**config.mk**
```make
export PLATFORM = sky130hd
export DESIGN_NAME = generador_trafico_flat
export DESIGN_NICKNAME = d
export VERILOG_FILES = /design/src/rtl/generador_trafico_pkg.sv /design/src/rtl/generador_trafico_if.sv /design/src/rtl/generador_trafico_verificador_canal.sv /design/src/rtl/generador_trafico.sv /design/src/flat_wrapper.sv
export SDC_FILE = /design/constraint.sdc
export NUM_CORES = 1
export LEC_CHECK = 0
export CORE_MARGIN = 3
export CORE_UTILIZATION = 35
export DETAILED_ROUTE_END_ITERATION = 12
export PLACE_DENSITY = 0.59
export SETUP_SLACK_MARGIN = 0.4
export SLEW_MARGIN = 20
export SYNTH_ARGS = -nofsm -noshare
export SYNTH_HDL_FRONTEND = slang
export SYNTH_HIERARCHICAL = 1
export SYNTH_SLANG_ARGS = --single-unit
export TNS_END_PERCENT = 10
```
**constraint.sdc**
```tcl
create_clock -name clk -period 2.4 [get_ports clk]
set_input_delay 0.48 -clock clk [delete_from_list [all_inputs] [get_ports clk]]
set_output_delay 0.48 -clock clk [all_outputs]
set_load 0.03 [all_outputs]
```
**src/rtl/generador_trafico_pkg.sv**
```systemverilog
// Shared definitions for the traffic generator/checker.
//   state_t   : FSM encoding (IDLE, FILL, GAP, DRAIN, DONE)
//   make_word : builds a device word {channel, sequence} for any width up to 32 bits
package generador_trafico_pkg;

  typedef enum logic [2:0] {
    ST_IDLE  = 3'd0,
    ST_FILL  = 3'd1,
    ST_GAP   = 3'd2,
    ST_DRAIN = 3'd3,
    ST_DONE  = 3'd4
  } state_t;

  // Channel goes in the bits above the sequence field; the sequence is
  // masked to seq_w bits so a wrapped counter never spills into the channel.
  function automatic logic [31:0] make_word(input logic [31:0] ch,
                                            input logic [31:0] seq,
                                            input int          seq_w);
    logic [31:0] mask;
    mask = (32'd1 << seq_w) - 32'd1;
    return (ch << seq_w) | (seq & mask);
  endfunction

endpackage

```
**src/rtl/generador_trafico_if.sv**
```systemverilog
// Bus between the traffic generator and the interconnect device.
//   master : generator side (drives data_in, push_data_in, pop)
//   slave  : device side (drives MAIN_FIFO_pause, empty, data_out)
//
// Handshake: push_data_in qualifies data_in for exactly one cycle. The
// device signals readiness with ~MAIN_FIFO_pause; the generator samples it
// on a clock edge and the resulting push appears registered in the next
// cycle. pop[k] is a one-cycle read strobe that is only asserted while
// empty[k] is low; the popped word is presented on data_out one cycle later.
interface generador_trafico_if #(
  parameter int DATA_W  = 6,
  parameter int CH_BITS = 1
);
  localparam int N = 1 << CH_BITS;

  logic                MAIN_FIFO_pause;
  logic [N-1:0]        empty;
  logic [N*DATA_W-1:0] data_out;
  logic [DATA_W-1:0]   data_in;
  logic                push_data_in;
  logic [N-1:0]        pop;

  modport master (
    input  MAIN_FIFO_pause, empty, data_out,
    output data_in, push_data_in, pop
  );

  modport slave (
    output MAIN_FIFO_pause, empty, data_out,
    input  data_in, push_data_in, pop
  );
endinterface

```
**src/rtl/generador_trafico_verificador_canal.sv**
```systemverilog
// Per-destination checker. Holds the expected sequence for one channel,
// delays the pop strobe by the device read latency and compares the word.
//   clk, reset : clock and asynchronous active-high reset
//   clr_i      : restart of a run; expected sequence back to 1, pending check dropped
//   pop_i      : pop strobe issued to this channel
//   data_i     : this channel's device output
//   ok_o/err_o : one-cycle result pulse of a check
module verificador_canal
  import generador_trafico_pkg::*;
#(
  parameter int DATA_W  = 6,
  parameter int CH_BITS = 1,
  parameter int CH      = 0
) (
  input  logic              clk,
  input  logic              reset,
  input  logic              clr_i,
  input  logic              pop_i,
  input  logic [DATA_W-1:0] data_i,
  output logic              ok_o,
  output logic              err_o
);
  localparam int SEQ_W = DATA_W - CH_BITS;

  logic [SEQ_W-1:0]  exp_q, exp_d;
  logic              pop_q, pop_d;
  logic [DATA_W-1:0] word_exp;
  logic              match;

  always_comb begin
    word_exp = DATA_W'(make_word(32'(CH), 32'(exp_q), SEQ_W));
    match    = (data_i == word_exp);
    ok_o     = pop_q & match;
    err_o    = pop_q & ~match;
    pop_d    = pop_i;
    exp_d    = exp_q;
    if (clr_i) begin
      pop_d = 1'b0;
      exp_d = SEQ_W'(1);
    end else if (pop_q) begin
      // Advance on every checked word, good or bad, so a single corrupted
      // word does not shift the rest of the sequence.
      exp_d = exp_q + SEQ_W'(1);
    end
  end

  always_ff @(posedge clk or posedge reset) begin
    if (reset) begin
      exp_q <= SEQ_W'(1);
      pop_q <= 1'b0;
    end else begin
      exp_q <= exp_d;
      pop_q <= pop_d;
    end
  end

endmodule

```
**src/rtl/generador_trafico.sv**
```systemverilog
// Traffic generator and checker for the interconnect device. For each
// destination channel in turn it pushes a sequence-numbered burst (FILL),
// idles one cycle (GAP) and drains the channel (DRAIN). In auto mode it
// also pops during FILL. Every popped word is checked by a per-channel
// verificador_canal; pushed/popped/error totals saturate at all-ones.
//   clk, reset    : clock and asynchronous active-high reset
//   start         : one-cycle pulse, accepted in IDLE or DONE
//   auto_mode     : sampled on start; 1 = pop during FILL as well
//   dev           : device bus (master side)
//   busy, done    : run in progress / run finished
//   pushed, popped, errors : saturating totals of the current run
//   dbg_state_o   : current FSM state
module generador_trafico
  import generador_trafico_pkg::*;
#(
  parameter int DATA_W  = 6,
  parameter int CH_BITS = 1,
  parameter int BURST   = 24,
  parameter int DRAIN   = 24,
  parameter int CNT_W   = 8
) (
  input  logic                clk,
  input  logic                reset,
  input  logic                start,
  input  logic                auto_mode,
  generador_trafico_if.master dev,
  output logic                busy,
  output logic                done,
  output logic [CNT_W-1:0]    pushed,
  output logic [CNT_W-1:0]    popped,
  output logic [CNT_W-1:0]    errors,
  output state_t              dbg_state_o
);
  localparam int N     = 1 << CH_BITS;
  localparam int SEQ_W = DATA_W - CH_BITS;
  localparam int MAXC  = (BURST > DRAIN) ? BURST : DRAIN;
  localparam int CYC_W = $clog2(MAXC + 1);

  state_t             state_q, state_d;
  logic [CH_BITS-1:0] ch_q, ch_d;
  logic [CYC_W-1:0]   cyc_q, cyc_d;
  logic               auto_q, auto_d;
  logic [SEQ_W-1:0]   seq_q, seq_d;
  logic [DATA_W-1:0]  data_q, data_d;
  logic               push_q, push_d;
  logic [CNT_W-1:0]   pushed_q, pushed_d;
  logic [CNT_W-1:0]   popped_q, popped_d;
  logic [CNT_W-1:0]   errors_q, errors_d;

  logic               start_ok;
  logic [N-1:0]       pop_w;
  logic [N-1:0]       chk_ok;
  logic [N-1:0]       chk_err;

  assign start_ok = start & ((state_q == ST_IDLE) | (state_q == ST_DONE));

  // FSM next state and push generator
  always_comb begin
    state_d = state_q;
    ch_d    = ch_q;
    cyc_d   = cyc_q;
    auto_d  = auto_q;
    seq_d   = seq_q;
    push_d  = 1'b0;
    data_d  = '0;
    case (state_q)
      ST_IDLE, ST_DONE: begin
        if (start_ok) begin
          state_d = ST_FILL;
          ch_d    = '0;
          cyc_d   = '0;
          auto_d  = auto_mode;
          seq_d   = SEQ_W'(1);
        end
      end
      ST_FILL: begin
        if (!dev.MAIN_FIFO_pause) begin
          push_d = 1'b1;
          data_d = DATA_W'(make_word(32'(ch_q), 32'(seq_q), SEQ_W));
          seq_d  = seq_q + SEQ_W'(1);
        end
        if (cyc_q == CYC_W'(BURST - 1)) begin
          state_d = ST_GAP;
          cyc_d   = '0;
        end else begin
          cyc_d = cyc_q + CYC_W'(1);
        end
      end
      ST_GAP: begin
        state_d = ST_DRAIN;
        cyc_d   = '0;
      end
      ST_DRAIN: begin
        if (cyc_q == CYC_W'(DRAIN - 1)) begin
          cyc_d = '0;
          if (ch_q == CH_BITS'(N - 1)) begin
            state_d = ST_DONE;
          end else begin
            state_d = ST_FILL;
            ch_d    = ch_q + CH_BITS'(1);
            seq_d   = SEQ_W'(1);
          end
        end else begin
          cyc_d = cyc_q + CYC_W'(1);
        end
      end
      default: state_d = ST_IDLE;
    endcase
  end

  // Pops are combinational so a freshly non-empty FIFO is read at once.
  always_comb begin
    pop_w = '0;
    for (int k = 0; k < N; k++) begin
      pop_w[k] = (ch_q == CH_BITS'(k)) & ~dev.empty[k] &
                 ((state_q == ST_DRAIN) | (auto_q & (state_q == ST_FILL)));
    end
  end

  // Saturating statistics; a start clears them for the new run.
  always_comb begin
    pushed_d = pushed_q;
    popped_d = popped_q;
    errors_d = errors_q;
    if (start_ok) begin
      pushed_d = '0;
      popped_d = '0;
      errors_d = '0;
    end else begin
      if (push_d && !(&pushed_q))                popped_d = popped_q;
      if (push_d && !(&pushed_q))                pushed_d = pushed_q + CNT_W'(1);
      if ((|chk_ok || |chk_err) && !(&popped_q)) popped_d = popped_q + CNT_W'(1);
      if (|chk_err && !(&errors_q))              errors_d = errors_q + CNT_W'(1);
    end
  end

  always_ff @(posedge clk or posedge reset) begin
    if (reset) begin
      state_q  <= ST_IDLE;
      ch_q     <= '0;
      cyc_q    <= '0;
      auto_q   <= 1'b0;
      seq_q    <= SEQ_W'(1);
      data_q   <= '0;
      push_q   <= 1'b0;
      pushed_q <= '0;
      popped_q <= '0;
      errors_q <= '0;
    end else begin
      state_q  <= state_d;
      ch_q     <= ch_d;
      cyc_q    <= cyc_d;
      auto_q   <= auto_d;
      seq_q    <= seq_d;
      data_q   <= data_d;
      push_q   <= push_d;
      pushed_q <= pushed_d;
      popped_q <= popped_d;
      errors_q <= errors_d;
    end
  end

  for (genvar k = 0; k < N; k++) begin : g_chk
    verificador_canal #(
      .DATA_W  (DATA_W),
      .CH_BITS (CH_BITS),
      .CH      (k)
    ) u_chk (
      .clk    (clk),
      .reset  (reset),
      .clr_i  (start_ok),
      .pop_i  (pop_w[k]),
      .data_i (dev.data_out[k*DATA_W +: DATA_W]),
      .ok_o   (chk_ok[k]),
      .err_o  (chk_err[k])
    );
  end

  assign dev.data_in      = data_q;
  assign dev.push_data_in = push_q;
  assign dev.pop          = pop_w;
  assign busy             = (state_q == ST_FILL) | (state_q == ST_GAP) | (state_q == ST_DRAIN);
  assign done             = (state_q == ST_DONE);
  assign pushed           = pushed_q;
  assign popped           = popped_q;
  assign errors           = errors_q;
  assign dbg_state_o      = state_q;

endmodule

```
**src/flat_wrapper.sv**
```systemverilog
// flat-port wrapper written by rule: the top's interface ports become plain ports
module generador_trafico_flat import generador_trafico_pkg::*;
#(
  parameter int DATA_W  = 6,
  parameter int CH_BITS = 1,
  parameter int BURST   = 24,
  parameter int DRAIN   = 24,
  parameter int CNT_W   = 8
)
  (clk, reset, start, auto_mode, busy, done, pushed, popped, errors, dbg_state_o, dev_MAIN_FIFO_pause, dev_empty, dev_data_out, dev_data_in, dev_push_data_in, dev_pop);
  generador_trafico_if #(.DATA_W(DATA_W), .CH_BITS(CH_BITS)) dev_i ();
  input  logic clk;
  input  logic reset;
  input  logic start;
  input  logic auto_mode;
  output logic busy;
  output logic done;
  output logic [CNT_W-1:0] pushed;
  output logic [CNT_W-1:0] popped;
  output logic [CNT_W-1:0] errors;
  output state_t dbg_state_o;
  input wire logic [$bits(dev_i.MAIN_FIFO_pause)-1:0] dev_MAIN_FIFO_pause;
  input wire logic [$bits(dev_i.empty)-1:0] dev_empty;
  input wire logic [$bits(dev_i.data_out)-1:0] dev_data_out;
  output wire logic [$bits(dev_i.data_in)-1:0] dev_data_in;
  output wire logic [$bits(dev_i.push_data_in)-1:0] dev_push_data_in;
  output wire logic [$bits(dev_i.pop)-1:0] dev_pop;
  assign dev_i.MAIN_FIFO_pause = dev_MAIN_FIFO_pause;
  assign dev_i.empty = dev_empty;
  assign dev_i.data_out = dev_data_out;
  assign dev_data_in = dev_i.data_in;
  assign dev_push_data_in = dev_i.push_data_in;
  assign dev_pop = dev_i.pop;
  generador_trafico #(.DATA_W(DATA_W), .CH_BITS(CH_BITS), .BURST(BURST), .DRAIN(DRAIN), .CNT_W(CNT_W)) u_core (.clk(clk), .reset(reset), .start(start), .auto_mode(auto_mode), .dev(dev_i), .busy(busy), .done(done), .pushed(pushed), .popped(popped), .errors(errors), .dbg_state_o(dbg_state_o));
endmodule
```
# After elaboration in Yosys (flattened, before gate mapping)
# Index checks and enable logic that the tools add are counted.
totals:
  inputBits: 19
  register_bits: 58
  output_inout_bits: 38
  word_cells: 115
op_classes:
  muxes: 33
  addsub: 8
  n_bitwise: 20
  n_eq_ne: 12
  n_reduce_logical: 28
ops:
  columns: ["cell", "n"]
  rows:
  - ["5-bit 2-to-1 mux", 10]
  - ["8-bit 2-to-1 mux", 6]
  - ["5-bit one-hot mux with 3 select lines", 2]
  - ["8-bit by 1-bit adder with 8-bit output (second input constant)", 3]
  - ["8-bit AND reduction", 3]
  - ["5-bit by 1-bit adder with 5-bit output (second input constant)", 4]
  - ["3-bit 2-to-1 mux", 4]
  - ["6-bit 2-to-1 mux", 2]
  - ["3-bit one-hot mux with 4 select lines", 1]
  - ["2-bit nonzero test", 6]
  - ["1-bit bitwise AND", 10]
  - ["2-bit OR reduction", 4]
  - ["1-bit 2-to-1 mux", 7]
  - ["3-bit by 2-bit == test with 1-bit output (second input constant)", 2]
  - ["6-bit by 5-bit == test with 1-bit output", 1]
  - ["6-bit == test", 1]
  - ["2-bit != test (second input constant)", 3]
  - ["6-bit by 5-bit bitwise OR with 6-bit output", 1]
  - ["3-bit AND reduction", 2]
  - ["3-bit nonzero test", 2]
  - ["5-bit == test (second input constant)", 1]
  - ["1-bit inverter", 5]
  - ["5-bit AND reduction", 1]
  - ["2-bit by 1-bit != test with 1-bit output (second input constant)", 2]
  - ["other kinds (10)", 18]

# Longest topological paths before layout
depth:
  ltp_word: 8
  ltp_mapped: 8
  depth_no_buf: 7

# Cells and area by module
# Netlist, hierarchy kept.
modules_own_cells:
  columns: ["mod", "seq_area_each_um2", "cells_each", "instances", "area_each_um2"]
  rows:
  - ["generador_trafico", 1152.4, 226, 1, 2255.9]
  - ["verificador_canal at u_core.g_chk[0].u_chk", 151.4, 31, 1, 342.8]
  - ["verificador_canal at u_core.g_chk[1].u_chk", 151.4, 32, 1, 336.6]

# Worst setup path after synthesis
# OpenSTA, ideal clock, no wires.
synth_path:
  path_type: "register to output"
  from: "reg u_core.state_q[0], in the netlist u_core/dbg_state_o[0]"
  to: "out dev_pop[1]"
  arrival_ns: 1.888
  stages_incl_launch_ff: 4
  n_path_buf: 0
  path_slack_ns: 0.032
  required_ns: 1.920
  path_cell_list: "dfrtp_1 -> nor2b_1 -> o21ai_0 -> nor3b_1"
synth_between:
  elab_chain_cells: 4
  word_cells_on_any_way: 5
  classes_between: "eq/ne: 2; bitwise: 3"
synth_rtl:
  columns: ["element", "line", "source"]
  rows:
  - ["start: declaration", "generador_trafico.sv:39", "state_t state_q, state_d;"]
  - ["start signal: assignment", "generador_trafico.sv:150", "state_q <= state_d;"]
  - ["3-bit by 1-bit == test with 1-bit output", "generador_trafico.sv:116", "((state_q == ST_DRAIN) | (auto_q & (state_q == ST_FILL)));"]
  - ["1-bit bitwise AND", "generador_trafico.sv:116", null]
  - ["1-bit bitwise OR *", "generador_trafico.sv:116", null]
  - ["1-bit bitwise AND *", "generador_trafico.sv:115", "pop_w[k] = (ch_q == CH_BITS'(k)) & ~dev.empty[k] &"]
  - ["end: declaration", "flat_wrapper.sv:27", "output wire logic [$bits(dev_i.pop)-1:0] dev_pop;"]
# Every way passes the cells marked *; elsewhere a longest branch is shown, timed or not.

# Final worst setup path
# Ends and elaborated chain as after synthesis.

==> impl_metrics.py <==
metrics = {
    "pwr": {
        "ir_drop_uv": 468,
        "p_int_mw": 2.70,
        "power_leakage_nw": 1.79,
        "power.density_mw_per_mm2": 1130,
        "total_power_mw": 4.48,
        "p_sw_mw": 1.78,
        "clkPwrFrac_pct": 20.5,
        "combPwrFrac_pct": 42.2,
        "swShare_pct": 39.8,
        "seqPwrFrac_pct": 37.3,
    },
    "setup_path": {
        "cp_top_family": "flip-flops",
        "worst-setup-path-type": "reg -> out",
        "cp-start-kind": "flop",
        "crit_path_top_delay_cell": "dfrtp_1",
        "cp_max_fo": 9,
        "worstPathCellList": "nor2b_1 > o21ai_0 > nor3b_2 > buf_4",
        "max_stage_delay_ns": 0.50,
        "worst-path-buf-inv": 1,
        "arrival_ns": 1.67,
        "worstPathRequired_ns": 1.92,
        "endpoint_kind": "output pin",
    },
    "grt": {
        "grt_pass1_wl_mm": 11.7,
        "antenna_found_initial": 0,
        "grt_max_degree": 32,
        "grt_pass1_vias": 2341,
        "grt-ovfl-total": 0,
        "track_usage_pct": 15.1,
    },
    "timing": {
        "finalSetupViolations": 0,
        "finalHoldViolCount": 0,
        "drv_slew": 0,
        "fmax_mhz": 465,
        "tightest_slew_ns": 0.503,
        "min_period_over_period_pct": 89.7,
        "layout_min_cycle_time_ns": 2.15,
        "grt_setup_unrepaired": "true",
        "timing.slew.headroom_pct": 66.1,
        "skew_ns": 0.0114,
    },
    "detailed_routing": {
        "dr.pass1.iters": 4,
        "drc": 0,
        "wl_mm": 6.91,
        "vias": 2457,
        "drt_iter0_drc": 87,
        "drt.antenna.violating_nets": 0,
        "wire_per_inst_um": 14.6,
        "viasPerCell": 5.21,
    },
    "clock_network": {
        "insertion_delay_ns": 0.33,
        "cts.sinks": 58,
        "cts_buffers": 9,
        "cts_hold_buf": 0,
        "cts_tree": "done",
        "cts-root-buf": "clkbuf_8",
        "htree_levels": 3,
        "clockBufferDepth": 2,
        "clk_transition_reported_paths_ns": 0.07,
    },
    "yosys": {
        "async_flop_share_pct": 100,
        "synth_ff_type": "dfrtp_1",
        "synth_area_sq_mm": 0.00294,
        "synthTopCellsByArea": "dfrtp_1, xor2_1, nor2_1",
        "synth_nets": 315,
        "synth_top_area_share_pct": 46.9,
        "yosysSeqAreaShare_pct": 49.6,
        "synth-seq-cells": 58,
        "synth_area_per_cell_sq_um": 10.2,
        "synth_edf_count": 0,
        "yosysWarningCount": 6,
        "synth_area_leader_cell": "dfrtp_1",
        "yosysUniqueCellTypes": 50,
        "postSynthCellCount": 289,
    },
    "place": {
        "place.port_buffers": 56,
        "place_inst": 451,
        "postPlaceCellArea_sq_mm": 0.00369,
        "place.gp.congestion": 0.782,
        "hpwlAfterDp_mm": 4.93,
    },
    "worst_hold_path": {
        "hp-class": "in -> async",
    },
    "floorplanning": {
        "start_util_pct": 37.0,
        "coreArea_sq_mm": 0.00793,
        "rows": 32,
        "die_w_um": 97.6,
        "die_y_um": 97.6,
        "io_pins": 57,
        "die_area_sq_mm": 0.00952,
    },
    "flow_run": {
        "maxCapViolations": 0,
    },
    "cells_and_area": {
        "post-route-cell-area_sq_mm": 0.00397,
        "drive_above_1_share_pct": 15.1,
        "syn_to_final_growth_pct": 35.2,
        "fin_nets": 391,
        "fin_util_pct": 50.0,
        "fin_cells": 472,
        "n_antenna_cell": 0,
    },
    "run_status": {
        "outcome": "finished clean",
    },
}
-- what timing repair did --
| action | in CTS | in global routing |
|---|---|---|
| gates resized for setup | 9 | 9 |
| setup buffers | 2 | 3 |
| pin swaps | 9 | 9 |
| cloned | 0 | 0 |
| endpoints found under the setup margin | 25 | 35 |
-- final timing paths --
path	cells past startpoint	from	end	slack [ns]
setup / recovery	4	u_core/dbg_state_o[0]	dev_pop[1]	0.25
hold / removal	2	reset	u_core/g_chk[0].u_chk/pop_q	0.45
setup reg to reg	7	u_core/g_chk[0].u_chk/exp_q[0]	u_core/popped[3]	0.27
hold reg to reg	2	u_core/auto_q	u_core/auto_q	0.47
max in group asynchronous	3	reset	u_core/seq_q[0]	1.31
min in group clk	2	u_core/auto_q	u_core/auto_q	0.47
-- logic make-up after synthesis --
group / after synthesis / synth area share, %
mux: 7 / 2.43
compound gates: 52 / 11.9
simple gates: 116 / 21.1
flops: 58 / 49.6
buf+inv: 21 / 3.37
fa+ha+maj: 7 / 2.98
xor+xnor: 28 / 8.61
-- synth_stat cells (3+ instances only) --
cell type / count
buf_2: 4
ha_1: 7
or4_1: 4
a21oi_1: 6
nand4_1: 11
dfstp_2: 3
dfrtp_1: 55
inv_1: 11
nor3_1: 5
a31oi_1: 6
o21ai_0: 14
o22ai_1: 3
nor2_1: 30
and2_1: 8
a211oi_1: 3
nor2b_1: 4
nand3_1: 13
nand2_1: 24
nand2b_1: 4
mux2i_1: 6
o211ai_1: 7
xor2_1: 20
xnor2_1: 7
-- power groups by stage --
stage               clock network [mW]  registers, mW  logic [mW]
floorplan                            0           1.88       0.975
global placement                     0           1.68        1.82
detailed placement                   0           1.68        1.85
CTS                              0.942           1.67        1.88
global route                     0.994           1.73        2.09
finish                           0.918           1.67        1.89
-- placed cells by master, fill, tap and decap left out, drive strengths merged, types with 5 or more instances in the layout --
cell,n
a31oi,6
and2,8
buf,20
nand2,24
xnor2,8
xor2,20
nand4,11
clkbuf,11
dfrtp,55
nand3,13
inv,12
nor3,5
nor2,30
clkdlybuf4s50,44
o21ai,14
mux2i,6
a21oi,6
dlygate4sd2,6
o211ai,7
ha,7
-- final cells by class --
cell class,count,area (sq um)
clock inverters,5,52.6
fillers,765,3960
repair buffers,74,709
flip-flops and latches,58,1460
multi-input cells,210,1430
well taps,102,128
clock buffers,11,151
inverters,12,45.0
-- flip-flops by register name, summed over array words and instances (netlist names), 2 cells and up --
signal	count
u_core/dbg_state_o	3
u_core/pushed	8
u_core/dev.data_in	6
u_core/errors	8
u_core/g_chk.u_chk/pop_q	2
u_core/g_chk.u_chk/exp_q	10
u_core/seq_q	5
u_core/cyc_q	5
u_core/popped	8
-- through the flow --
step / setup TNS [ns] / hold WS (ns) / setup slack (ns)
after floorplan: 0 / 0.270 / 0.239
after global placement: -2.26 / 0.454 / -0.233
after detailed placement: -2.65 / 0.466 / -0.270
after CTS: 0 / 0.465 / 0.151
after global routing: 0 / 0.499 / 0.0806
final: 0 / 0.453 / 0.248
-- metal layers --
layer	part of all wire [%]	vias to the layer above	global-route usage, %
li1	-	1190	-
met1	47	1218	20.8
met2	49	41	23.2
met3	2.6	8	2.87
met4	1.4	0	6.60
met5	0	-	0
-- worst reg2reg max path, stage by stage, from the launching register on --
cell	delay, ns
dfstp_2	0.54
xnor2_1	0.11
nand4_1	0.16
o31a_1	0.29
or4_4	0.54
o211ai_1	0.13
xor2_1	0.17
nor2_1	0.05
Power figures use the tool's default switching activity.
